## src/rtl/serial_magnitude_comparator_if.sv

```systemverilog
// Start/busy/done handshake bundle for the serial magnitude comparator:
// operands and cascade inputs in, result and status out.
interface serial_magnitude_comparator_if #(
  parameter int unsigned WIDTH = 16
);
  localparam int unsigned NIB = WIDTH / 4;
  localparam int unsigned CW  = $clog2(NIB) + 1;

  logic             start;
  logic [WIDTH-1:0] A;
  logic [WIDTH-1:0] B;
  logic             GT_in;
  logic             LT_in;
  logic             EQ_in;
  logic             busy;
  logic             done;
  logic             GT_out;
  logic             LT_out;
  logic             EQ_out;
  logic [CW-1:0]    nib_count;

  modport master (
    output start, A, B, GT_in, LT_in, EQ_in,
    input  busy, done, GT_out, LT_out, EQ_out, nib_count
  );

  modport slave (
    input  start, A, B, GT_in, LT_in, EQ_in,
    output busy, done, GT_out, LT_out, EQ_out, nib_count
  );
endinterface

```

## src/rtl/serial_magnitude_comparator.sv

```systemverilog
// MSB-first, one-nibble-per-clock magnitude comparator with GT/LT/EQ cascade
// inputs; stops on the first unequal nibble.
module serial_magnitude_comparator #(
  parameter int unsigned WIDTH = 16
) (
  input  logic                          clk,
  input  logic                          rst,
  serial_magnitude_comparator_if.slave  bus
);
  localparam int unsigned NIB = WIDTH / 4;
  localparam int unsigned CW  = $clog2(NIB) + 1;
  localparam int unsigned IW  = (NIB > 1) ? $clog2(NIB) : 1;

  typedef enum logic [1:0] {
    IDLE = 2'd0,
    CMP  = 2'd1,
    DONE = 2'd2
  } state_t;

  state_t           state_q, state_d;
  logic [WIDTH-1:0] a_q, a_d;
  logic [WIDTH-1:0] b_q, b_d;
  logic [2:0]       casc_q, casc_d;
  logic [IW-1:0]    idx_q, idx_d;
  logic [CW-1:0]    cnt_q, cnt_d;
  logic             busy_q, busy_d;
  logic             done_q, done_d;
  logic             gt_q, gt_d;
  logic             lt_q, lt_d;
  logic             eq_q, eq_d;

  logic [3:0]       a_nib_c;
  logic [3:0]       b_nib_c;

  assign a_nib_c = 4'(a_q >> {idx_q, 2'b00});
  assign b_nib_c = 4'(b_q >> {idx_q, 2'b00});

  // State and datapath registers
  always_ff @(posedge clk) begin
    if (rst) begin
      state_q <= IDLE;
      a_q     <= '0;
      b_q     <= '0;
      casc_q  <= '0;
      idx_q   <= '0;
      cnt_q   <= '0;
      busy_q  <= 1'b0;
      done_q  <= 1'b0;
      gt_q    <= 1'b0;
      lt_q    <= 1'b0;
      eq_q    <= 1'b0;
    end else begin
      state_q <= state_d;
      a_q     <= a_d;
      b_q     <= b_d;
      casc_q  <= casc_d;
      idx_q   <= idx_d;
      cnt_q   <= cnt_d;
      busy_q  <= busy_d;
      done_q  <= done_d;
      gt_q    <= gt_d;
      lt_q    <= lt_d;
      eq_q    <= eq_d;
    end
  end

  // Next state: leave CMP on the first unequal nibble or after the LSB nibble
  always_comb begin
    state_d = state_q;
    case (state_q)
      IDLE: if (bus.start) state_d = CMP;
      CMP:  if ((a_nib_c != b_nib_c) || (idx_q == '0)) state_d = DONE;
      DONE: state_d = IDLE;
      default: state_d = IDLE;
    endcase
  end

  // Next values of the datapath and the registered outputs
  always_comb begin
    a_d    = a_q;
    b_d    = b_q;
    casc_d = casc_q;
    idx_d  = idx_q;
    cnt_d  = cnt_q;
    gt_d   = gt_q;
    lt_d   = lt_q;
    eq_d   = eq_q;
    case (state_q)
      IDLE: begin
        if (bus.start) begin
          a_d    = bus.A;
          b_d    = bus.B;
          casc_d = {bus.GT_in, bus.LT_in, bus.EQ_in};
          idx_d  = IW'(NIB - 1);
          cnt_d  = '0;
          gt_d   = 1'b0;
          lt_d   = 1'b0;
          eq_d   = 1'b0;
        end
      end
      CMP: begin
        cnt_d = CW'(cnt_q + 1'b1);
        if (a_nib_c > b_nib_c) begin
          gt_d = 1'b1;
        end else if (a_nib_c < b_nib_c) begin
          lt_d = 1'b1;
        end else if (idx_q != '0) begin
          idx_d = IW'(idx_q - 1'b1);
        end else begin
          // Only a one-hot cascade is meaningful; anything else yields no result
          case (casc_q)
            3'b100:  gt_d = 1'b1;
            3'b010:  lt_d = 1'b1;
            3'b001:  eq_d = 1'b1;
            default: ;
          endcase
        end
      end
      default: ;
    endcase
    busy_d = (state_d != IDLE);
    done_d = (state_d == DONE);
  end

  assign bus.busy      = busy_q;
  assign bus.done      = done_q;
  assign bus.GT_out    = gt_q;
  assign bus.LT_out    = lt_q;
  assign bus.EQ_out    = eq_q;
  assign bus.nib_count = cnt_q;
endmodule

```

## src/flat_wrapper.sv

```systemverilog
// flat-port wrapper written by rule: the top's interface ports become plain ports
module serial_magnitude_comparator_flat 
#(
  parameter int unsigned WIDTH = 16
)
  (clk, rst, bus_start, bus_A, bus_B, bus_GT_in, bus_LT_in, bus_EQ_in, bus_busy, bus_done, bus_GT_out, bus_LT_out, bus_EQ_out, bus_nib_count);
  serial_magnitude_comparator_if #(.WIDTH(WIDTH)) bus_i ();
  input  logic clk;
  input  logic rst;
  input wire logic [$bits(bus_i.start)-1:0] bus_start;
  input wire logic [$bits(bus_i.A)-1:0] bus_A;
  input wire logic [$bits(bus_i.B)-1:0] bus_B;
  input wire logic [$bits(bus_i.GT_in)-1:0] bus_GT_in;
  input wire logic [$bits(bus_i.LT_in)-1:0] bus_LT_in;
  input wire logic [$bits(bus_i.EQ_in)-1:0] bus_EQ_in;
  output wire logic [$bits(bus_i.busy)-1:0] bus_busy;
  output wire logic [$bits(bus_i.done)-1:0] bus_done;
  output wire logic [$bits(bus_i.GT_out)-1:0] bus_GT_out;
  output wire logic [$bits(bus_i.LT_out)-1:0] bus_LT_out;
  output wire logic [$bits(bus_i.EQ_out)-1:0] bus_EQ_out;
  output wire logic [$bits(bus_i.nib_count)-1:0] bus_nib_count;
  assign bus_i.start = bus_start;
  assign bus_i.A = bus_A;
  assign bus_i.B = bus_B;
  assign bus_i.GT_in = bus_GT_in;
  assign bus_i.LT_in = bus_LT_in;
  assign bus_i.EQ_in = bus_EQ_in;
  assign bus_busy = bus_i.busy;
  assign bus_done = bus_i.done;
  assign bus_GT_out = bus_i.GT_out;
  assign bus_LT_out = bus_i.LT_out;
  assign bus_EQ_out = bus_i.EQ_out;
  assign bus_nib_count = bus_i.nib_count;
  serial_magnitude_comparator #(.WIDTH(WIDTH)) u_core (.clk(clk), .rst(rst), .bus(bus_i));
endmodule
```

## config.mk

```make
export PLATFORM = sky130hd
export DESIGN_NAME = serial_magnitude_comparator_flat
export DESIGN_NICKNAME = d
export VERILOG_FILES = /design/src/rtl/serial_magnitude_comparator_if.sv /design/src/rtl/serial_magnitude_comparator.sv /design/src/flat_wrapper.sv
export SDC_FILE = /design/constraint.sdc
export NUM_CORES = 1
export LEC_CHECK = 0
export ABC_AREA = 1
export BUFFER_PORTS_ARGS = -buffer_cell sky130_fd_sc_hd__buf_2
export CORE_ASPECT_RATIO = 0.7
export CORE_MARGIN = 3
export CORE_UTILIZATION = 35
export CTS_CLUSTER_DIAMETER = 120
export DETAILED_ROUTE_END_ITERATION = 6
export GPL_ROUTABILITY_DRIVEN = 0
export SLEW_MARGIN = 20
export SYNTH_ARGS = -nofsm -noshare
export SYNTH_HDL_FRONTEND = slang
export SYNTH_SLANG_ARGS = --single-unit
```

## constraint.sdc

```tcl
create_clock -name clk -period 5.08 [get_ports clk]
set_input_delay 1.016 -clock clk [delete_from_list [all_inputs] [get_ports clk]]
set_output_delay 1.016 -clock clk [all_outputs]
set_load 0.1 [all_outputs]
```

==> metrics.txt <==
CTS Hold Bufs=0; Area Growth Syn to Fin=16.33%; Die Span X=~100 um; Worst Skew=~0.006 ns; Critical Path RT=between 5 and 6 ns; H-tree depth=2; Critical Path Most Common Cell=nand2_1; 1st-iter DRT viols=between 150 and 200; root buf cell=clkbuf_8; Initial Util=0.3767; min-delay src=u_core.bus.LT_out; CP Capture Type=register; Cells after Synth=~280; Crit path arrival time=about 2.6 ns; Final Slew Violations=0; fmax=0.4083 GHz; # nets final=about 370; worst-skew pair later-pin latency=around 0.29 ns; largest net degree at the start of global routing=42; max incr delay on CP=around 0.7 ns; layout cells sized above 1=0.1925; Die Area=roughly 6800 um2; Tcrit/Tclk final=0.4821; initial antenna violation count=0; Worst R2R Path Depth=11; HPWL Detailed=roughly 3.4 mm; I/O pin cnt=46; R2R Setup Slk=around 2.6 ns; DRC=0; Worst-Margin Slew=approximately 0.66 ns; Syn Std Cell Area=2053 um2; synthesized flop and latch total=47; clock sinks=47; Cell variety after synth=23; Setup Buffers After CTS=0; CP max FO=18; setup TNS=0 ns; CTS-repair resized insts=0; max cap viols=0; sequential fraction of the synthesis area=0.4583; vias in the first global route=roughly 1700; Peak VDD IR=0.0001064 V; DP Area=2288 um2; first-pass GRT wire length=just over 8 mm; worst hold stages=2; Max-slew headroom=0.5622; WHS Endpoint=u_core.bus.LT_out; all-layer global routing usage=0.1466; Hold Fails Final Rpt=0; setup violators final=0; via/cell ratio=around 4.7; First-pass DRT Iterations=5; post-route ant nets=0; DR WL/cell=12.51 um; # rows=22; synthesized area per cell=around 7.2 um2; Ys Warns=0; Final min period=around 2.4 ns; pre-CTS setup slack=2.394 ns; TritonCTS Buffers=5; CTS tree=done; # diodes=0; post-route setup slack=2.631 ns; Clock Tree Buf Depth=2; PortBufs=45; design area=roughly 2400 um2; CORE AREA=5450 um2; crit start category=register; worst hold path type=reg -> reg; Power Total=roughly 0.0009 W; crit path kind=reg -> reg; Pwr Density=378.5 nW/um2; critical-path cell list=inv_2, o21ai_0, o22ai_1, ha_1, nand2_1, nor2_2, nand2_1, nand2_1, nand2_1, a31oi_1, nor2_1; final WL=about 4.9 mm; RSZ-0062 raised after global routing=no; die height=~70 um; gr ovfl total=0; CTS clk-pin slew, worst paths=around 0.080 ns; status=finished clean; R2R Path Start=u_core.idx_q[0]; reg2reg end=u_core.bus.GT_out; slowest cell on the critical path=dfxtp_1; syn nets=roughly 330; Lkg Pwr=between 1 and 1.5 nW; Vias=1860
[layout by cell type, fill, tap and decap left out]
| master | Yosys | final |
|---|---|---|
| a31oi_1 | 1 | 1 |
| nand3b_1 | 1 | 1 |
| buf_2 | 11 | 45 |
| o21ai_2 | 1 | 1 |
| nor2_4 | 1 | 1 |
| a21oi_1 | 16 | 16 |
| inv_1 | 12 | 12 |
| nand2_2 | 2 | 2 |
| nand3_1 | 4 | 4 |
| inv_2 | 5 | 5 |
| a32o_1 | 4 | 4 |
| clkbuf_1 | 1 | 1 |
| nor2_2 | 1 | 1 |
| clkbuf_8 | 0 | 7 |
| o21ai_1 | 1 | 1 |
| o31ai_1 | 1 | 1 |
| o22ai_1 | 4 | 4 |
| o21ai_0 | 44 | 44 |
| dfxtp_1 | 47 | 47 |
| nand2_1 | 35 | 35 |
| nor2_1 | 83 | 83 |
| ha_1 | 6 | 6 |
[kinds of logic after synthesis]
kind of cell / synth area share
simple gates: 0.2438
compound gates: 0.1913
flops: 0.4583
buf+inv: 0.07008
fa+ha+maj: 0.03656
[worst max-delay path by stage]
stage	startpoint	end	slack [ns]	cells after the start
finish	u_core.idx_q[0]	u_core.bus.GT_out	2.63	11
CTS	u_core.idx_q[0]	u_core.bus.GT_out	2.63	11
global placement	bus_start	u_core.idx_q[0]	2.41	9
global route	u_core.idx_q[0]	u_core.idx_q[0]	2.39	12
detailed placement	bus_start	u_core.idx_q[0]	2.39	9
floorplan	u_core.bus.nib_count[0]	bus_nib_count[0]	3.11	0
[stage by stage]
stage          utilization  cells  hold WS, ns
2_1_floorplan            -    284       0.4461
3_3_place_gp        0.4199    386       0.4333
3_5_place_dp        0.4199    386       0.4434
4_1_cts             0.4382    394       0.4566
5_1_grt             0.4382    394       0.4778
6_report            0.4382    394       0.4521
[cells in the mapped netlist]
master | n | area (um2)
clkbuf_2 | 2 | 10.01
nor2_2 | 1 | 6.260
buf_2 | 11 | 55.05
nor2_4 | 1 | 11.26
inv_1 | 12 | 45.04
o31ai_1 | 1 | 7.510
nand2_2 | 2 | 12.51
clkbuf_1 | 1 | 3.750
o21ai_1 | 1 | 5.000
nor2_1 | 83 | 311.6
o21ai_2 | 1 | 8.760
inv_2 | 5 | 18.77
a32o_1 | 4 | 40.04
a31oi_1 | 1 | 6.260
nand3_1 | 4 | 20.02
ha_1 | 6 | 75.07
o21ai_0 | 44 | 220.2
nand2_1 | 35 | 131.4
dfxtp_1 | 47 | 940.9
buf_6 | 1 | 11.26
o22ai_1 | 4 | 25.02
a21oi_1 | 16 | 80.08
nand3b_1 | 1 | 7.510
[layout make-up]
class / instances / area (um2)
Sequential cell: 47 / 940.9
Fill cell: 576 / 3062
Clock buffer: 8 / 100.1
Tap cell: 72 / 90.09
Multi-Input combinational cell: 205 / 968.4
Inverter: 17 / 63.81
Timing Repair Buffer: 45 / 225.2
[power breakdown]
part	internal (W)	switching (W)
clock	0.000124	0.000117
combinational	0.0000744	0.000157
sequential	0.000405	0.0000262
[sequential cells by signal, summed over array words and instances, names as in the netlist]
name	count
u_core.idx_q	2
u_core.a_q	16
u_core.bus.LT_out	1
u_core.bus.nib_count	3
u_core.bus.EQ_out	1
u_core.b_q	16
u_core.state_q	2
u_core.bus.GT_out	1
u_core.casc_q	3
u_core.bus.done	1
u_core.bus.busy	1
[metal layers]
| layer | global-route usage | vias up | share of wire |
|---|---|---|---|
| met4 | 0.04147 | 0 | 0.0061 |
| met5 | 0 | - | 0 |
| li1 | - | 1002 | - |
| met2 | 0.1807 | 50 | 0.36 |
| met3 | 0.03792 | 2 | 0.062 |
| met1 | 0.2386 | 806 | 0.58 |
[worst max-delay path: cells and delay by family, from the launching register on]
kind            cells  cell delay [ns]
compound gates      3             0.51
fa+ha+maj           1             0.30
buf+inv             1             0.27
flops               1             0.70
simple gates        6             0.56
Power figures use the tool's default switching activity.
